===== config.mk =====
export PLATFORM = sky130hd
export DESIGN_NAME = mcp_controller
export DESIGN_NICKNAME = d
export VERILOG_FILES = /design/src/rtl/mcp_pkg.sv /design/src/rtl/mcp_ctrl_outputs.sv /design/src/rtl/mcp_controller.sv
export SDC_FILE = /design/constraint.sdc
export NUM_CORES = 1
export LEC_CHECK = 0
export CAP_MARGIN = 20
export CORE_ASPECT_RATIO = 0.8
export CORE_UTILIZATION = 28
export DETAILED_ROUTE_END_ITERATION = 8
export GPL_TIMING_DRIVEN = 1
export PLACE_DENSITY = 0.75
export SETUP_SLACK_MARGIN = 0.4
export SYNTH_ARGS = -nofsm -noshare
export SYNTH_HDL_FRONTEND = slang
export SYNTH_SLANG_ARGS = --single-unit

===== constraint.sdc =====
create_clock -name clk_i -period 1.7 [get_ports clk_i]
set_input_delay 0.255 -clock clk_i [delete_from_list [all_inputs] [get_ports clk_i]]
set_output_delay 0.255 -clock clk_i [all_outputs]
set_load 0.1 [all_outputs]

===== src/rtl/mcp_pkg.sv =====
// Shared definitions for the MIPS multicycle control unit: opcodes, FSM states,
// datapath select encodings and the packed control vector.
package mcp_pkg;

    localparam logic [5:0] OP_RTYPE = 6'b000000;
    localparam logic [5:0] OP_LW    = 6'b100011;
    localparam logic [5:0] OP_SW    = 6'b101011;
    localparam logic [5:0] OP_BEQ   = 6'b000100;
    localparam logic [5:0] OP_ADDI  = 6'b001000;
    localparam logic [5:0] OP_J     = 6'b000010;

    typedef enum logic [3:0] {
        S_FETCH    = 4'd0,
        S_DECODE   = 4'd1,
        S_MEMADR   = 4'd2,
        S_MEMREAD  = 4'd3,
        S_MEMWB    = 4'd4,
        S_MEMWRITE = 4'd5,
        S_EXECUTE  = 4'd6,
        S_ALUWB    = 4'd7,
        S_BRANCH   = 4'd8,
        S_ADDIEX   = 4'd9,
        S_ADDIWB   = 4'd10,
        S_JUMP     = 4'd11
    } state_t;

    localparam logic [1:0] PC_SRC_ALU    = 2'd0;
    localparam logic [1:0] PC_SRC_ALUOUT = 2'd1;
    localparam logic [1:0] PC_SRC_JUMP   = 2'd2;

    localparam logic [1:0] B_SEL_REG     = 2'd0;
    localparam logic [1:0] B_SEL_FOUR    = 2'd1;
    localparam logic [1:0] B_SEL_IMM     = 2'd2;
    localparam logic [1:0] B_SEL_IMM_SH2 = 2'd3;

    localparam logic [1:0] ALU_OP_ADD   = 2'b00;
    localparam logic [1:0] ALU_OP_SUB   = 2'b01;
    localparam logic [1:0] ALU_OP_FUNCT = 2'b10;

    typedef struct packed {
        logic       pc_we;
        logic [1:0] pc_branch;
        logic       instr_or_data;
        logic       instr_we;
        logic       reg_dst_rtrd;
        logic       mem_to_reg;
        logic       enable_wrf;
        logic       a_alu_input;
        logic [1:0] b_alu_input;
        logic [1:0] alu_alt_ctrl;
        logic       mem_we;
        logic       retire;
    } ctrl_t;

    function automatic logic is_supported(input logic [5:0] op);
        return (op == OP_RTYPE) || (op == OP_LW) || (op == OP_SW) ||
               (op == OP_BEQ) || (op == OP_ADDI) || (op == OP_J);
    endfunction

endpackage


===== src/rtl/mcp_ctrl_outputs.sv =====
// Moore output decode for the multicycle controller; zero_i only reaches
// pc_we in BRANCH so a taken branch writes the PC in the same cycle.
module mcp_ctrl_outputs
    import mcp_pkg::*;
(
    input  state_t state,
    input  logic   zero_i,
    output ctrl_t  ctrl
);

    always_comb begin
        ctrl = '0;
        case (state)
            S_FETCH: begin
                ctrl.instr_we     = 1'b1;
                ctrl.b_alu_input  = B_SEL_FOUR;
                ctrl.alu_alt_ctrl = ALU_OP_ADD;
                ctrl.pc_branch    = PC_SRC_ALU;
                ctrl.pc_we        = 1'b1;
            end
            S_DECODE: begin
                ctrl.b_alu_input  = B_SEL_IMM_SH2;
                ctrl.alu_alt_ctrl = ALU_OP_ADD;
            end
            S_MEMADR, S_ADDIEX: begin
                ctrl.a_alu_input  = 1'b1;
                ctrl.b_alu_input  = B_SEL_IMM;
                ctrl.alu_alt_ctrl = ALU_OP_ADD;
            end
            S_MEMREAD: ctrl.instr_or_data = 1'b1;
            S_MEMWB: begin
                ctrl.mem_to_reg = 1'b1;
                ctrl.enable_wrf = 1'b1;
                ctrl.retire     = 1'b1;
            end
            S_MEMWRITE: begin
                ctrl.instr_or_data = 1'b1;
                ctrl.mem_we        = 1'b1;
                ctrl.retire        = 1'b1;
            end
            S_EXECUTE: begin
                ctrl.a_alu_input  = 1'b1;
                ctrl.b_alu_input  = B_SEL_REG;
                ctrl.alu_alt_ctrl = ALU_OP_FUNCT;
            end
            S_ALUWB: begin
                ctrl.reg_dst_rtrd = 1'b1;
                ctrl.enable_wrf   = 1'b1;
                ctrl.retire       = 1'b1;
            end
            S_BRANCH: begin
                ctrl.a_alu_input  = 1'b1;
                ctrl.b_alu_input  = B_SEL_REG;
                ctrl.alu_alt_ctrl = ALU_OP_SUB;
                ctrl.pc_branch    = PC_SRC_ALUOUT;
                ctrl.pc_we        = zero_i;
                ctrl.retire       = 1'b1;
            end
            S_ADDIWB: begin
                ctrl.enable_wrf = 1'b1;
                ctrl.retire     = 1'b1;
            end
            S_JUMP: begin
                ctrl.pc_branch = PC_SRC_JUMP;
                ctrl.pc_we     = 1'b1;
                ctrl.retire    = 1'b1;
            end
            default: ctrl = '0;
        endcase
    end

endmodule


===== src/rtl/mcp_controller.sv =====
// Multicycle MIPS control unit: state register, opcode-driven next state and
// reset gating of every datapath control output.
//
// state      | meaning
// -----------+------------------------------------------------
// FETCH      | read instruction at PC, IR <= mem, PC <= PC+4
// DECODE     | ALUOut <= branch target, dispatch on opcode
// MEMADR     | ALUOut <= A + imm (LW/SW address)
// MEMREAD    | data register <= mem[ALUOut]
// MEMWB      | rt <= data register
// MEMWRITE   | mem[ALUOut] <= B
// EXECUTE    | ALUOut <= A op B (funct)
// ALUWB      | rd <= ALUOut
// BRANCH     | compare A, B; PC <= ALUOut when equal
// ADDIEX     | ALUOut <= A + imm
// ADDIWB     | rt <= ALUOut
// JUMP       | PC <= jump target
module mcp_controller
    import mcp_pkg::*;
(
    input  logic        clk_i,
    input  logic        reset_i,
    input  logic [31:0] instr_i32,
    input  logic        zero_i,
    output logic        pc_we_o,
    output logic [1:0]  pc_branch_o2,
    output logic        instr_or_data_o,
    output logic        instr_we_o,
    output logic        reg_dst_rtrd_o,
    output logic        mem_to_reg_o,
    output logic        enable_wrf_o,
    output logic        a_alu_input_o,
    output logic [1:0]  b_alu_input_o2,
    output logic [1:0]  alu_alt_ctrl_o2,
    output logic        mem_we_o,
    output logic        retire_o,
    output logic        illegal_o
);

    state_t     state_q;
    state_t     state_d;
    ctrl_t      ctrl;
    ctrl_t      ctrl_g;
    logic [5:0] opcode;
    logic       unused_instr_bits;

    assign opcode            = instr_i32[31:26];
    assign unused_instr_bits = ^instr_i32[25:0];

    always_ff @(posedge clk_i) begin
        if (reset_i) state_q <= S_FETCH;
        else         state_q <= state_d;
    end

    always_comb begin
        state_d = S_FETCH;
        case (state_q)
            S_FETCH: state_d = S_DECODE;
            S_DECODE: begin
                case (opcode)
                    OP_LW, OP_SW: state_d = S_MEMADR;
                    OP_RTYPE:     state_d = S_EXECUTE;
                    OP_BEQ:       state_d = S_BRANCH;
                    OP_ADDI:      state_d = S_ADDIEX;
                    OP_J:         state_d = S_JUMP;
                    default:      state_d = S_FETCH;
                endcase
            end
            S_MEMADR: begin
                if (opcode == OP_LW)      state_d = S_MEMREAD;
                else if (opcode == OP_SW) state_d = S_MEMWRITE;
                else                      state_d = S_FETCH;
            end
            S_MEMREAD: state_d = S_MEMWB;
            S_EXECUTE: state_d = S_ALUWB;
            S_ADDIEX:  state_d = S_ADDIWB;
            default:   state_d = S_FETCH;
        endcase
    end

    mcp_ctrl_outputs u_outputs (
        .state  (state_q),
        .zero_i (zero_i),
        .ctrl   (ctrl)
    );

    // Reset overrides the decoded state so a half-finished instruction writes nothing.
    assign ctrl_g    = reset_i ? '0 : ctrl;
    assign illegal_o = !reset_i && (state_q == S_DECODE) && !is_supported(opcode);

    assign pc_we_o         = ctrl_g.pc_we;
    assign pc_branch_o2    = ctrl_g.pc_branch;
    assign instr_or_data_o = ctrl_g.instr_or_data;
    assign instr_we_o      = ctrl_g.instr_we;
    assign reg_dst_rtrd_o  = ctrl_g.reg_dst_rtrd;
    assign mem_to_reg_o    = ctrl_g.mem_to_reg;
    assign enable_wrf_o    = ctrl_g.enable_wrf;
    assign a_alu_input_o   = ctrl_g.a_alu_input;
    assign b_alu_input_o2  = ctrl_g.b_alu_input;
    assign alu_alt_ctrl_o2 = ctrl_g.alu_alt_ctrl;
    assign mem_we_o        = ctrl_g.mem_we;
    assign retire_o        = ctrl_g.retire;

endmodule


==> run metrics, run 1 <==
FF+latch count, synth 4; ys flop type dfxtp_1; Run Error [ERROR DPL-0038] Utilization greater than 100%, impossible to legalize; area leader, netlist dfxtp_1; Core Rows 13; status aborted with a tool error; CTS Hold Buffers Added 0; Bufs on Longest Clock Path 2; Placed Cells incl. Taps roughly 140; gpl congestion 0.811; Starting Density 0.306; synthesized cell area 508 sq um; CTS H-tree lvls 1; Synth area leaders dfxtp_1 (16%), nor2_1 (8.9%), nor3_1 (7.9%); Worst endpoint, post-GRT repair illegal_o; Die H 40.1 microns; average size of a mapped cell 6.51 sq um; post-detail-place hpwl 1.65 mm; root buf cell clkbuf_4; Post-synth EDFFs 0; Sink Count 4; Fail Step global routing; cts bufs inserted 3; Commonest cells post-synth nor2_1 (12), nor3_1 (8), nor4_1 (6); Seq/Total Area, Yosys 0.158; die width 49.6 microns; Port-buffer cells 24; syn nets 113; Synth Instances 78; I/O Pins 51; Yosys cell types 30; largest net degree at the start of global routing 14; most common cell in the netlist nor2_1; Yosys top cell area share 0.158; Ys Warns 0; pre-CTS setup slack -448 ps; worst endpoint type output port; Async SR Flop Fraction 0
[cell families after synthesis]
group	count (synthesis)	synth area share
buffers and inverters	10	0.0960
AND/OR/NAND/NOR	44	0.473
flip-flops	4	0.158
XOR/XNOR	2	0.0345
multiplexers	1	0.0197
AO/OA/AOI/OAI	17	0.219
[metrics by stage]
stage                     utilization  area (sq um)
after floorplan                     -           753
after CTS                       0.923          1530
after global placement          0.774          1280
after detailed placement        0.774          1280
[timing repair]
action,in CTS
pin swaps,19
resized for setup,55
buffers inserted,10
setup endpoints to repair,20
==> run 2: changes to the inputs <==
Settings changed: CORE_AREA from default to 2 2 63 65, CORE_ASPECT_RATIO 0.8 to default, CORE_UTILIZATION 28 to default, DIE_AREA from default to 0 0 65 67, PLACE_DENSITY 0.75 to default, PLACE_DENSITY_LB_ADDON from default to 0.15, SETUP_SLACK_MARGIN 0.4 to default.
==> run 2 against run 1 <==
  * The flow now finishes, with violations (setup timing)
  * Synthesized area did not move
  * Synthesized cell count is the same
==> run metrics, run 2 <==
Worst setup SP type register; Top Registers state_q (4); Worst-Margin Slew 385 ps; reg2reg start state_q[1]; Yosys cell types 30; Fmax roughly 540 MHz; Fillers 376; most common cell after layout, fill and taps aside buf_4; Final Hold Vio Count 0; Slew headroom 0.741; Sink Count 4; busiest layer in global routing met2; Die Area 4360 sq um; largest register by flop count state_q; Die H 67 microns; clock latency on the worst-skew pair 210 ps; CP max FO 2; Clock Skews roughly 0.09 ps; main combinational cell family by area after synthesis simple AND/OR/NAND/NOR gates; die width ~65 microns; Static Leakage 0.522 nW; status complete, but fails checks; vias in the first global route 722; Buf/Inv on CP 1; fin nets between 150 and 200; Ys Warns 0; Core Area ~3600 sq um; post-detail-place hpwl 1.60 mm; layout cells sized above 1 0.639; cell family with most CP delay simple AND/OR/NAND/NOR gates; cts bufs inserted 3; syn nets approximately 110; pre-CTS setup slack -459 ps; worst flop-to-flop path endpoint state_q[1]; vias per cell 4.45; Core Rows 22; Post-DP Area about 1300 sq um; worst-path cell chain or2_4, or4_4, nor3_4, buf_12; Post-Synth Simple-Gate Area 0.473; design area 1440 sq um; max-slew violation count 0; Largest register FFs 4; total power 0.562 mW; average size of a mapped cell 6.51 sq um; crit share post-route 1.10; GRT Overall Usage 0.0924; RSZ-0062 raised after global routing yes; Bufs on Longest Clock Path 2; VDD IR max roughly 0.2 mV; synthesized cell area 508 sq um; most common cell in the netlist nor2_1; Critical Path AT 1610 ps; Port-buffer cells 24; HP Start state_q[0]; Final setup viols 8; failing checks setup timing; Reg2Reg Setup Slack around 420 ps; depth of the most critical reg-to-reg path 5; Synth Instances a little under 80; max_cap viols 0; Reg clk slew, reported paths 30 ps; crit path max-delay cell type or4_4; hold path cells 2; diode count 0; most frequent cells in the layout buf_4 (18), buf_12 (16); ys flop type dfxtp_1; average wire per standard cell ~11 microns; Commonest cells post-synth nor2_1 (12), nor3_1 (8), nor4_1 (6); root buf cell clkbuf_8; xor-xnor portion of the synthesized cell area 0.0345; Seq/Total Area, Yosys 0.158; Async SR Flop Fraction 0; Tmin final 1860 ps; CTS Hold Buffers Added 0; Synth area leaders dfxtp_1 (16%), nor2_1 (8.9%), nor3_1 (7.9%); GR Layer Usage met2 0.178; gpl congestion between 0.7 and 0.8; first-pass GRT wire length around 3.1 mm; drt pass-1 iters 4; Critical Path End Type primary output; Area growth syn-to-layout 183%; Post-Synth Adder-Cell Area 0; Post-synth EDFFs 0; mux contribution to synthesized area 0.0197; FF+latch count, synth 4; CTS tree built; Hold Path Sink state_q[0]; first-iteration detailed-routing DRC count 13; CTS H-tree lvls 1; Routed Wire Length between 1.5 and 2 mm; Finished Core Util 0.398; critical path's largest stage delay 500 ps; largest net degree at the start of global routing 14; DRT antenna net count 0; Crit Path Category register to primary output; DRC viols 0; final worst setup slack -163 ps; Critical Path RT roughly 1400 ps; post-synthesis compound-gate area fraction 0.219; Starting Density 0.141; area leader, netlist dfxtp_1; Yosys top cell area share 0.158; number of cells on the critical path 4; initial antenna violation count 0; routed vias about 760; I/O Pins 51; total grt overflow 0; Hold Path Class register to register; PwrDens ~390 nW/um^2; grt met1 use 0.0992; M3 GR Usage 0.0135
-- run 2: worst max path at each step --
stage	startpoint	to	slack, ps
after CTS	state_q[3]	illegal_o	-180
after global placement	reset_i	illegal_o	-430
after global routing	state_q[3]	illegal_o	-200
after floorplan	state_q[3]	illegal_o	-450
after detailed placement	reset_i	illegal_o	-460
final	state_q[3]	illegal_o	-160
-- run 2: metrics by stage --
stage          hold slack (ps)  instances  TNS (ps)
4_1_cts                    628        167      -630
5_1_grt                    671        170      -965
2_1_floorplan              326         78     -2310
6_report                   628        170      -458
3_3_place_gp               617        163     -1670
3_5_place_dp               613        163     -1790
-- run 2: metal layers --
layer  wire [microns]  part of all wire
met4               19            0.0097
met1              758              0.39
met5                0                 0
met3               99             0.051
met2             1080              0.55
-- run 2: worst min-delay path: stages, from the launching register on --
cell and delay (ps):
dfxtp_2 350, o21ai_0 90, o311a_1 150
-- run 2: timing repair --
action | CTS | global route
setup endpoints to repair | 13 | 12
pin swaps | 9 | 5
gates resized for setup | 21 | 4
buffers inserted | 1 | 3
-- run 2: kinds of logic after synthesis --
| group | count (synthesis) |
|---|---|
| compound gates | 17 |
| xor+xnor | 2 |
| buf+inv | 10 |
| flops | 4 |
| mux | 1 |
| simple gates | 44 |
-- run 2: area by class of cell --
| type | count | area [sq um] | area share |
|---|---|---|---|
| Clock buffer | 3 | 41.3 | 0.0288 |
| Multi-Input combinational cell | 64 | 633 | 0.441 |
| Tap cell | 48 | 60.1 | 0.0418 |
| Timing Repair Buffer | 48 | 603 | 0.420 |
| Sequential cell | 4 | 86.3 | 0.0602 |
| Inverter | 3 | 11.3 | 0.00785 |
-- run 2: power by group --
part           internal, mW  switching (mW)  leakage [nW]  total (mW)
registers            0.0965         0.00519        0.0341       0.102
logic                 0.110           0.156         0.466       0.265
clock network         0.150          0.0444        0.0216       0.195
total                 0.357           0.205         0.522       0.562
Note: power is estimated with default switching activity, not from simulation.
